$ cat src/rtl/tlmon_pkg.sv
// Shared lamp codes, fault-cause bit positions and monitor states for tl_conflict_monitor.
package tlmon_pkg;

  typedef logic [2:0] light_t;

  localparam light_t RED       = 3'b100;
  localparam light_t RED_AMBER = 3'b110;
  localparam light_t GREEN     = 3'b001;
  localparam light_t AMBER     = 3'b010;

  localparam logic [5:0] ALL_RED = {RED, RED};

  localparam int FLT_CODE     = 0;
  localparam int FLT_TRANS    = 1;
  localparam int FLT_CONFLICT = 2;
  localparam int FLT_WDOG     = 3;

  typedef enum logic [1:0] {
    START  = 2'd0,
    RUN    = 2'd1,
    FAULT  = 2'd2,
    RESYNC = 2'd3
  } state_t;

  function automatic logic is_legal_code(light_t c);
    return (c == RED) || (c == RED_AMBER) || (c == GREEN) || (c == AMBER);
  endfunction

endpackage

$ cat src/rtl/tl_conflict_monitor_if.sv
// Lamp-side bundle: sequencer aspects and acknowledge in, safe lamp drive and fault status out.
interface tl_conflict_monitor_if;
  logic [2:0] lightsA;
  logic [2:0] lightsB;
  logic       clr_fault;
  logic [2:0] safe_lightsA;
  logic [2:0] safe_lightsB;
  logic       fault;
  logic [3:0] fault_code;

  modport master (
    output lightsA, lightsB, clr_fault,
    input  safe_lightsA, safe_lightsB, fault, fault_code
  );

  modport slave (
    input  lightsA, lightsB, clr_fault,
    output safe_lightsA, safe_lightsB, fault, fault_code
  );
endinterface

$ cat src/rtl/tl_seq_checker.sv
// Combinational per-light check: code legality, legality of the step from the previous code, red detect.
module tl_seq_checker
  import tlmon_pkg::*;
(
  input  light_t cur,
  input  light_t prev,
  output logic   illegal_code,
  output logic   illegal_trans,
  output logic   is_red
);

  logic step_ok;

  always_comb begin
    step_ok = 1'b0;
    // Holding any code is a legal step; an illegal code is caught by the code check.
    if (cur == prev) begin
      step_ok = 1'b1;
    end else begin
      case (prev)
        RED:       step_ok = (cur == RED_AMBER);
        RED_AMBER: step_ok = (cur == GREEN);
        GREEN:     step_ok = (cur == AMBER);
        AMBER:     step_ok = (cur == RED);
        default:   step_ok = 1'b0;
      endcase
    end
  end

  assign illegal_code  = !is_legal_code(cur);
  assign illegal_trans = !step_ok;
  assign is_red        = (cur == RED);

endmodule

$ cat src/rtl/tl_conflict_monitor.sv
// Safety monitor between the junction sequencer and the lamps; forces all-red and latches a fault on any violation.
// Optional stall watchdog is built when TLMON_WATCHDOG_EN is defined.
module tl_conflict_monitor
  import tlmon_pkg::*;
#(
  parameter int RESYNC_CYCLES   = 4,
  parameter int WATCHDOG_CYCLES = 16
) (
  input  logic                  clk,
  input  logic                  rst_n,
  tl_conflict_monitor_if.slave  bus
);

  localparam int CLEAN_W = $clog2(RESYNC_CYCLES + 1);
  localparam logic [3:0] START_MASK  = (4'b1 << FLT_CODE) | (4'b1 << FLT_CONFLICT);
  localparam logic [3:0] RESYNC_MASK = (4'b1 << FLT_CODE) | (4'b1 << FLT_TRANS) | (4'b1 << FLT_CONFLICT);

  if (RESYNC_CYCLES < 1 || WATCHDOG_CYCLES < 1) begin : g_bad_params
    $error("tl_conflict_monitor: RESYNC_CYCLES and WATCHDOG_CYCLES must be >= 1");
  end

  light_t cur_light  [2];
  light_t prev_reg   [2];
  light_t safe_reg   [2];
  logic   [1:0] ill_code;
  logic   [1:0] ill_trans;
  logic   [1:0] is_red;

  state_t              state_reg;
  logic                fault_reg;
  logic [3:0]          fault_code_reg;
  logic [CLEAN_W-1:0]  clean_cnt_reg;
  logic                wdog_err;
  logic [3:0]          err_vec;
  logic [3:0]          start_err;
  logic [3:0]          resync_err;

  assign cur_light[0] = bus.lightsA;
  assign cur_light[1] = bus.lightsB;

  genvar gi;
  for (gi = 0; gi < 2; gi++) begin : g_chk
    tl_seq_checker u_chk (
      .cur           (cur_light[gi]),
      .prev          (prev_reg[gi]),
      .illegal_code  (ill_code[gi]),
      .illegal_trans (ill_trans[gi]),
      .is_red        (is_red[gi])
    );
  end

`ifdef TLMON_WATCHDOG_EN
  localparam int STALL_W = $clog2(WATCHDOG_CYCLES + 1);
  localparam logic [STALL_W-1:0] STALL_MAX = STALL_W'(WATCHDOG_CYCLES);

  logic [STALL_W-1:0] stall_cnt_reg;
  logic [STALL_W-1:0] stall_cnt_next;
  logic               same_pair;

  assign same_pair = (cur_light[0] == prev_reg[0]) && (cur_light[1] == prev_reg[1]);

  // Saturates at the trip level so a long stall keeps reporting instead of wrapping.
  always_comb begin
    stall_cnt_next = '0;
    if (same_pair) begin
      stall_cnt_next = (stall_cnt_reg == STALL_MAX) ? stall_cnt_reg : stall_cnt_reg + 1'b1;
    end
  end

  assign wdog_err = (stall_cnt_next == STALL_MAX);

  always_ff @(posedge clk or negedge rst_n) begin
    if (!rst_n) begin
      stall_cnt_reg <= '0;
    end else begin
      stall_cnt_reg <= stall_cnt_next;
    end
  end
`else
  assign wdog_err = 1'b0;
`endif

  always_comb begin
    err_vec               = '0;
    err_vec[FLT_CODE]     = |ill_code;
    err_vec[FLT_TRANS]    = |ill_trans;
    err_vec[FLT_CONFLICT] = ~|is_red;
    err_vec[FLT_WDOG]     = wdog_err;
  end

  assign start_err  = err_vec & START_MASK;
  assign resync_err = err_vec & RESYNC_MASK;

  always_ff @(posedge clk or negedge rst_n) begin
    if (!rst_n) begin
      state_reg      <= START;
      prev_reg[0]    <= RED;
      prev_reg[1]    <= RED;
      safe_reg[0]    <= RED;
      safe_reg[1]    <= RED;
      fault_reg      <= 1'b0;
      fault_code_reg <= '0;
      clean_cnt_reg  <= '0;
    end else begin
      prev_reg[0] <= cur_light[0];
      prev_reg[1] <= cur_light[1];
      case (state_reg)
        START: begin
          if (|start_err) begin
            state_reg      <= FAULT;
            fault_reg      <= 1'b1;
            fault_code_reg <= fault_code_reg | start_err;
            safe_reg[0]    <= RED;
            safe_reg[1]    <= RED;
          end else begin
            state_reg   <= RUN;
            safe_reg[0] <= cur_light[0];
            safe_reg[1] <= cur_light[1];
          end
        end
        RUN: begin
          // clr_fault is not looked at here, so a simultaneous violation always wins.
          if (|err_vec) begin
            state_reg      <= FAULT;
            fault_reg      <= 1'b1;
            fault_code_reg <= fault_code_reg | err_vec;
            safe_reg[0]    <= RED;
            safe_reg[1]    <= RED;
          end else begin
            safe_reg[0] <= cur_light[0];
            safe_reg[1] <= cur_light[1];
          end
        end
        FAULT: begin
          safe_reg[0] <= RED;
          safe_reg[1] <= RED;
          if (bus.clr_fault) begin
            state_reg      <= RESYNC;
            fault_code_reg <= '0;
            clean_cnt_reg  <= '0;
          end
        end
        RESYNC: begin
          safe_reg[0] <= RED;
          safe_reg[1] <= RED;
          if (|resync_err) begin
            clean_cnt_reg <= '0;
          end else if (clean_cnt_reg == CLEAN_W'(RESYNC_CYCLES - 1)) begin
            state_reg     <= RUN;
            fault_reg     <= 1'b0;
            clean_cnt_reg <= '0;
            safe_reg[0]   <= cur_light[0];
            safe_reg[1]   <= cur_light[1];
          end else begin
            clean_cnt_reg <= clean_cnt_reg + 1'b1;
          end
        end
        default: begin
          state_reg   <= START;
          safe_reg[0] <= RED;
          safe_reg[1] <= RED;
        end
      endcase
    end
  end

  assign bus.safe_lightsA = safe_reg[0];
  assign bus.safe_lightsB = safe_reg[1];
  assign bus.fault        = fault_reg;
  assign bus.fault_code   = fault_code_reg;

endmodule
$ cat src/flat_wrapper.sv
// flat-port wrapper written by rule: the top's interface ports become plain ports
module tl_conflict_monitor_flat import tlmon_pkg::*;
#(
  parameter int RESYNC_CYCLES   = 4,
  parameter int WATCHDOG_CYCLES = 16
)
  (clk, rst_n, bus_lightsA, bus_lightsB, bus_clr_fault, bus_safe_lightsA, bus_safe_lightsB, bus_fault, bus_fault_code);
  tl_conflict_monitor_if bus_i ();
  input  logic clk;
  input  logic rst_n;
  input wire logic [$bits(bus_i.lightsA)-1:0] bus_lightsA;
  input wire logic [$bits(bus_i.lightsB)-1:0] bus_lightsB;
  input wire logic [$bits(bus_i.clr_fault)-1:0] bus_clr_fault;
  output wire logic [$bits(bus_i.safe_lightsA)-1:0] bus_safe_lightsA;
  output wire logic [$bits(bus_i.safe_lightsB)-1:0] bus_safe_lightsB;
  output wire logic [$bits(bus_i.fault)-1:0] bus_fault;
  output wire logic [$bits(bus_i.fault_code)-1:0] bus_fault_code;
  assign bus_i.lightsA = bus_lightsA;
  assign bus_i.lightsB = bus_lightsB;
  assign bus_i.clr_fault = bus_clr_fault;
  assign bus_safe_lightsA = bus_i.safe_lightsA;
  assign bus_safe_lightsB = bus_i.safe_lightsB;
  assign bus_fault = bus_i.fault;
  assign bus_fault_code = bus_i.fault_code;
  tl_conflict_monitor #(.RESYNC_CYCLES(RESYNC_CYCLES), .WATCHDOG_CYCLES(WATCHDOG_CYCLES)) u_core (.clk(clk), .rst_n(rst_n), .bus(bus_i));
endmodule
$ cat config.mk
export PLATFORM = sky130hd
export DESIGN_NAME = tl_conflict_monitor_flat
export DESIGN_NICKNAME = d
export VERILOG_FILES = /design/src/rtl/tlmon_pkg.sv /design/src/rtl/tl_conflict_monitor_if.sv /design/src/rtl/tl_seq_checker.sv /design/src/rtl/tl_conflict_monitor.sv /design/src/flat_wrapper.sv
export SDC_FILE = /design/constraint.sdc
export NUM_CORES = 1
export LEC_CHECK = 0
export ABC_AREA = 1
export BUFFER_PORTS_ARGS = -buffer_cell sky130_fd_sc_hd__buf_4
export CORE_MARGIN = 3
export CORE_UTILIZATION = 55
export CTS_CLUSTER_DIAMETER = 40
export DETAILED_ROUTE_END_ITERATION = 6
export GPL_ROUTABILITY_DRIVEN = 0
export PLACE_DENSITY = 0.85
export SETUP_SLACK_MARGIN = 0.2
export SLEW_MARGIN = 40
export SYNTH_ARGS = -nofsm -noshare
export SYNTH_HDL_FRONTEND = slang
export SYNTH_HIERARCHICAL = 1
export SYNTH_SLANG_ARGS = --single-unit
export TNS_END_PERCENT = 20
$ cat constraint.sdc
create_clock -name clk -period 2.2 [get_ports clk]
set_input_delay 0.66 -clock clk [delete_from_list [all_inputs] [get_ports clk]]
set_output_delay 0.66 -clock clk [all_outputs]
set_load 0.02 [all_outputs]
Word level (Yosys, flattened, before mapping)
Index checks and enable logic that the tools add are counted.
{ "classes": {"n_addsub": 1, "n_mul": 0, "div": 0, "magnitude_cmp": 0, "eq_ne": 27, "shift": 0, "muxes": 28, "bitwise_logic": 2, "reduce_logical": 24} }
{ "op_table": {"columns": ["op", "count"], "rows": [
  ["$eq 3x3->1 const B", 8],
  ["$mux 6", 4],
  ["$pmux 6 s4", 1],
  ["$eq 3x2->1 const B", 5],
  ["$eq 3x1->1 const B", 4],
  ["$mux 4", 3],
  ["$pmux 4 s3", 1],
  ["$mux 2", 5],
  ["$mux 3", 3],
  ["$or 4x3->4", 2],
  ["$pmux 1 s4", 2],
  ["$pmux 2 s4", 1],
  ["$reduce_and 4->1", 2],
  ["$eq 3x3->1", 2],
  ["$logic_or 1x1->1", 6],
  ["$mux 1", 6],
  ["$ne 2x1->1 const B", 3],
  ["$pmux 3 s2", 1],
  ["$reduce_bool 3->1", 2],
  ["$reduce_or 2->1", 3],
  ["$logic_not 1->1", 5],
  ["$reduce_and 5->1", 1],
  ["$reduce_or 5->1", 1],
  ["$eq 2x2->1 const B", 2],
  ["8 further kinds", 9]
]} }
{ "word_totals": {"regBits": 22, "latchBits": 0, "ram_bits": 0, "rom_bits": 0, "inputBits": 9, "out_inout_bits": 11, "word_cells": 90, "memories": 0} }

Longest topological paths before layout
{ "depth": {"ltp_word": 9, "depth_mapped": 13, "ltp_nobuf": 13} }

Modules after synthesis
The synthesis kept the hierarchy.
{ "modules_own_cells": {"columns": ["module", "n_inst", "cells_each", "area_each_um2", "seq_area_each_um2"], "rows": [
  ["tl_conflict_monitor", 1, 149, 1169.9, 530.5],
  ["tl_seq_checker", 2, 30, 153.9, 0.0]
]} }

Least setup slack after synthesis
OpenSTA, ideal clock, no wires.
{ "synth_timing": {"path_type": "input to register", "start": "in bus_lightsB[0]", "end": "reg u_core.state_reg[0]", "setup_ps": 117, "arrival_ps": 1659, "required_ps": 2083, "path_slack_ps": 425, "stages": 12, "path_buffers": 0, "cell_sequence": "nor2_1 nand2_1 nor2_1 nor2_1 nand2_1 nor2_2 nor2_2 nand3_4 o21ai_2 nand2_2 nand2_1 nand2_1"} }
{ "synth_between": {"word_cells_on_any_way": 21, "classes_between": "eq/ne: 7; mux: 4; reduce/logical: 10"} }
{ "synth_rtl": {"columns": ["element", "line_no", "source"], "rows": [
  ["start, declared", "flat_wrapper.sv:12", "input wire logic [$bits(bus_i.lightsB)-1:0] bus_lightsB;"],
  ["$eq 3x3->1, or another cell as far along", "tl_seq_checker.sv:24", "AMBER: step_ok = (cur == RED);"],
  ["$pmux 1 s4", "tl_seq_checker.sv:20", "case (prev)"],
  ["$mux 1 (*)", "tl_seq_checker.sv:17", "if (cur == prev) begin"],
  ["$logic_not 1->1 (*)", "tl_seq_checker.sv:31", "assign illegal_trans = !step_ok;"],
  ["named net u_core.ill_trans[1]", "tl_conflict_monitor.sv:26", "logic [1:0] ill_trans;"],
  ["$reduce_or 5->1 (*)", "tl_conflict_monitor.sv:123, tl_conflict_monitor.sv:146", null],
  ["$ne 2x2->1 (no line) or $ne 2x1->1 (tied branches)", null, null],
  ["$reduce_and 4->1 (no line) (*)", null, null],
  ["end signal, assigned", "tl_conflict_monitor.sv:124", "state_reg <= FAULT;"],
  ["end signal, assigned", "tl_conflict_monitor.sv:149", "state_reg <= RUN;"],
  ["end signal, assigned", "tl_conflict_monitor.sv:159", "state_reg <= START;"],
  ["end, declared", "tl_conflict_monitor.sv:29", "state_t state_reg;"]
]} }
The timed path passes the listed nets; every way through them passes the cells marked *.
A chain may end at the register's enable or synchronous reset.

Worst setup path after layout
{ "layout_timing": {"start": "reg u_core/prev_reg[5] (netlist bit)", "end": "reg u_core.fault_code_reg[0] (netlist: u_core/bus.fault_code[0])"} }
{ "layout_between": {"elab_chain_len": 7, "word_cells_on_any_way": 11, "classes_between": "eq/ne: 6; mux: 2; reduce/logical: 3"} }
{ "layout_lines": {"columns": ["element", "line_no", "source"], "rows": [
  ["start, declared", "tl_conflict_monitor.sv:23", "light_t prev_reg [2];"],
  ["$eq 3x2->1, or another cell as far along", "tl_seq_checker.sv:20", null],
  ["$pmux 1 s4", "tl_seq_checker.sv:20", null],
  ["$mux 1 (*)", "tl_seq_checker.sv:17", null],
  ["$logic_not 1->1 (*)", "tl_seq_checker.sv:31", null],
  ["named net u_core.ill_trans[0]", "tl_conflict_monitor.sv:26", null],
  ["$reduce_or 5->1 (*)", "tl_conflict_monitor.sv:123", "if (|err_vec) begin"],
  ["$ne 2x1->1 (no line) (*)", null, null],
  ["$reduce_and 4->1 (no line) (*)", null, null],
  ["end signal, assigned", "tl_conflict_monitor.sv:112", "fault_code_reg <= fault_code_reg | start_err;"],
  ["end signal, assigned", "tl_conflict_monitor.sv:126", "fault_code_reg <= fault_code_reg | err_vec;"],
  ["end, declared", "tl_conflict_monitor.sv:31", "logic [3:0] fault_code_reg;"]
]} }
Marked as above.

==> impl_metrics.yaml <==
outcome:
  status: "finished, final reports clean"
worst_setup_path:
  max_stage_delay_ns: 0.57
  r2r_start: "u_core/prev_reg[5]$_DFF_PN1_"
  rr_worst_depth: 13
  start_kind: "register"
  reg2reg_to: "u_core/bus.fault_code[0]$_DFFE_PN0P_"
  cp_cell_sequence: "inv_1 > nand3b_1 > nor2_1 > nor2_2 > nand2_1 > nor2_2 > nor2_2 > nand3_4 > nor2_4 > nor2_4 > nand2_2 > nand2_1 > nand2_1"
  critPathRequiredTime_ns: 2.41
  crit_type: "reg2reg"
  cp.arrival_ns: 2.04
  cp_max_fo: 8
  reg2reg_slack_ns: 0.37
  cp-end-kind: "register"
  crit_slowest_cell: "dfstp_2"
pwr:
  p_sw_frac: 0.439
  powerDensity_mw_per_mm2: 866
  pwr-share-seq: 0.363
  p_int_w: 0.000817
  p_comb_frac: 0.510
  p_leak_nw: 0.913
  switching_power_w: 0.000639
  p_total_w: 0.00146
  vdd_drop_max_uv: 844
  clockPowerShare: 0.127
final_layout:
  drive_above_1_share: 0.190
  nNetsFinal: 248
  final_common_cell: "nand2_1"
  syn_to_final_growth_pct: 13.8
  num-fill-cells: 231
  layout_common_cells: "45 x nand2_1, 32 x inv_1, 32 x nor2_1, 28 x nand3_1, 20 x buf_4"
  multi_input_comb_area_um2: 813
  largest_reg_flops: 6
  seq_area_um2: 531
  n_antenna_cell: 0
synth:
  synthMuxAreaShare: 0
  syn_nets: 225
  synthAdderAreaFrac: 0.0593
  synthSimpleGateAreaFrac: 0.393
  synth_top_family_by_area: "simple AND/OR/NAND/NOR gates"
  ys.flop_type: "dfrtp_1"
  synth_largest_area_cell: "dfrtp_1"
  synth_async_sr_flop_share: 1.00
  avgSynthCellArea_um2: 7.07
  synth_area_mm2: 0.00148
  ys_ff_latch: 21
  synth_top_area_share: 0.288
  yosysSeqAreaShare: 0.359
  synth-compound-area-share: 0.0584
  synth.distinct_cells: 26
  synth-xor-area-share: 0.0356
  synth_area_leaders: "dfrtp_1 29%, nand2_1 12%, nand3_1 9.5%, inv_1 8.1%, nor2_1 8.1%"
  synth_warnings: 6
  synth-edff-count: 0
  synthesis.instances: 209
global_routing:
  grt_pass1_wl_um: 4950
  grt_antenna_before_repair: 0
  gr-total-overflow: 0
  grt_max_degree: 22
  grtUsageTotal: 0.186
  grt_pass1_vias: 1168
die:
  coreArea_mm2: 0.00252
  start_util: 0.586
  die-area_mm2: 0.00334
  rows: 18
  die_x_um: 57.8
  die_h_um: 57.8
  io_pins: 20
clock_network:
  clockRootBuffer: "clkbuf_4"
  clk_path_buf_depth: 2
  cts_buffers: 3
  clock-sinks: 21
  cts_tree: "done"
  htree_num_levels: 1
  clk_pin_slew_ns: 0.11
  clock_latency_ns: 0.30
placed_design:
  hpwlAfterDp_um: 2160
  portBuffers: 18
drt:
  wl_per_cell_um: 10.9
  vias: 1316
  antenna_left: 0
  drt_first_pass_iters: 4
  wirelength_um: 2860
  dr.first_iter.drc_count: 65
  route.detailed.drc: 0
  routed_via_density: 5.04
hold_path:
  hold_path.class: "in2async"
sta:
  slew_viol_final: 0
  fin_skew_ns: 0.00452
  setup_viol: 0
  timing.final.crit_share: 0.830
  hold_viol_final: 0
  rsz0062_at_grt: "no"
  finalCriticalPeriod_ns: 1.83
  max_freq_mhz: 548
  tns_ns: 0
flow_run:
  maxCapViolCount: 0
## power groups by stage
stage / Sequential, W / Combinational [W] / Clock, W
5_1_grt: 0.000539 / 0.000846 / 0.000208
4_1_cts: 0.000529 / 0.000732 / 0.000195
6_report: 0.000528 / 0.000743 / 0.000185
2_1_floorplan: 0.000583 / 0.000475 / 0
3_5_place_dp: 0.000536 / 0.000727 / 0
3_3_place_gp: 0.000536 / 0.000721 / 0
## through the flow
step           utilization  hold WS, ns  cells  setup slack (ns)  instance area (um^2)
5_1_grt              0.667        0.209    261             0.213                  1680
2_1_floorplan            -        0.364    209             0.425                  1480
3_3_place_gp         0.652        0.463    256             0.168                  1650
3_5_place_dp         0.652        0.468    256             0.141                  1650
4_1_cts              0.663        0.211    260             0.410                  1670
6_report             0.667        0.209    261             0.374                  1680
## cells by family (layout without fill, tap and decap cells)
| logic type | count (synthesis) | in the layout |
|---|---|---|
| AO/OA/AOI/OAI | 14 | 14 |
| XOR/XNOR | 6 | 6 |
| adder cells (fa/ha/maj) | 7 | 7 |
| buffers and inverters | 35 | 57 |
| flip-flops | 21 | 21 |
| other | 1 | 1 |
| AND/OR/NAND/NOR | 125 | 125 |
## worst max path at each step
stage / start / endpoint / slack (ns) / cells past startpoint
2_1_floorplan: bus_lightsB[0] / u_core/state_reg[0]$_DFFE_PN0P_ / 0.42 / 12
3_3_place_gp: bus_lightsB[0] / u_core/state_reg[0]$_DFFE_PN0P_ / 0.17 / 13
3_5_place_dp: bus_lightsB[0] / u_core/bus.safe_lightsA[1]$_DFF_PN0_ / 0.14 / 14
4_1_cts: u_core/prev_reg[5]$_DFF_PN1_ / u_core/bus.fault_code[1]$_DFFE_PN0P_ / 0.41 / 13
5_1_grt: u_core/prev_reg[5]$_DFF_PN1_ / u_core/bus.fault_code[1]$_DFFE_PN0P_ / 0.21 / 13
6_report: u_core/prev_reg[5]$_DFF_PN1_ / u_core/bus.fault_code[0]$_DFFE_PN0P_ / 0.37 / 13
## routing by layer
metal  global-route usage  part of all wire  vias up
met2                0.284              0.44       32
met5                    0                 0        -
met3               0.0535             0.054        4
li1                     -                 -      696
met1                0.263              0.50      584
met4               0.0397             0.010        0
## synthesized netlist by cell type, types with 4 or more instances
| master | instances |
|---|---|
| inv_1 | 32 |
| nand2_1 | 46 |
| nand3_1 | 28 |
| nor2_2 | 7 |
| o21ai_0 | 4 |
| ha_1 | 7 |
| nor2_1 | 32 |
| dfrtp_1 | 17 |
| a21oi_1 | 5 |
| dfstp_2 | 4 |
| xnor2_1 | 4 |
## final cells by class
type	instances	area share
Multi-Input combinational cell	153	0.484
Sequential cell	21	0.315
Timing Repair Buffer	20	0.0893
Inverter	33	0.0737
Tap cell	30	0.0223
Clock buffer	4	0.0156
## worst max-delay path, delay by kind of cell (launching register included)
family,cells,cell delay (ns)
and+or+nand+nor,12,1.10
DFF,1,0.57
buffers and inverters,1,0.06
## what timing repair did
item | CTS | global route
gates resized for setup | 0 | 1
setup endpoints to repair | 0 | 1
setup buffers | 0 | 1
hold buffers | 0 | 0
Power figures use the tool's default switching activity.
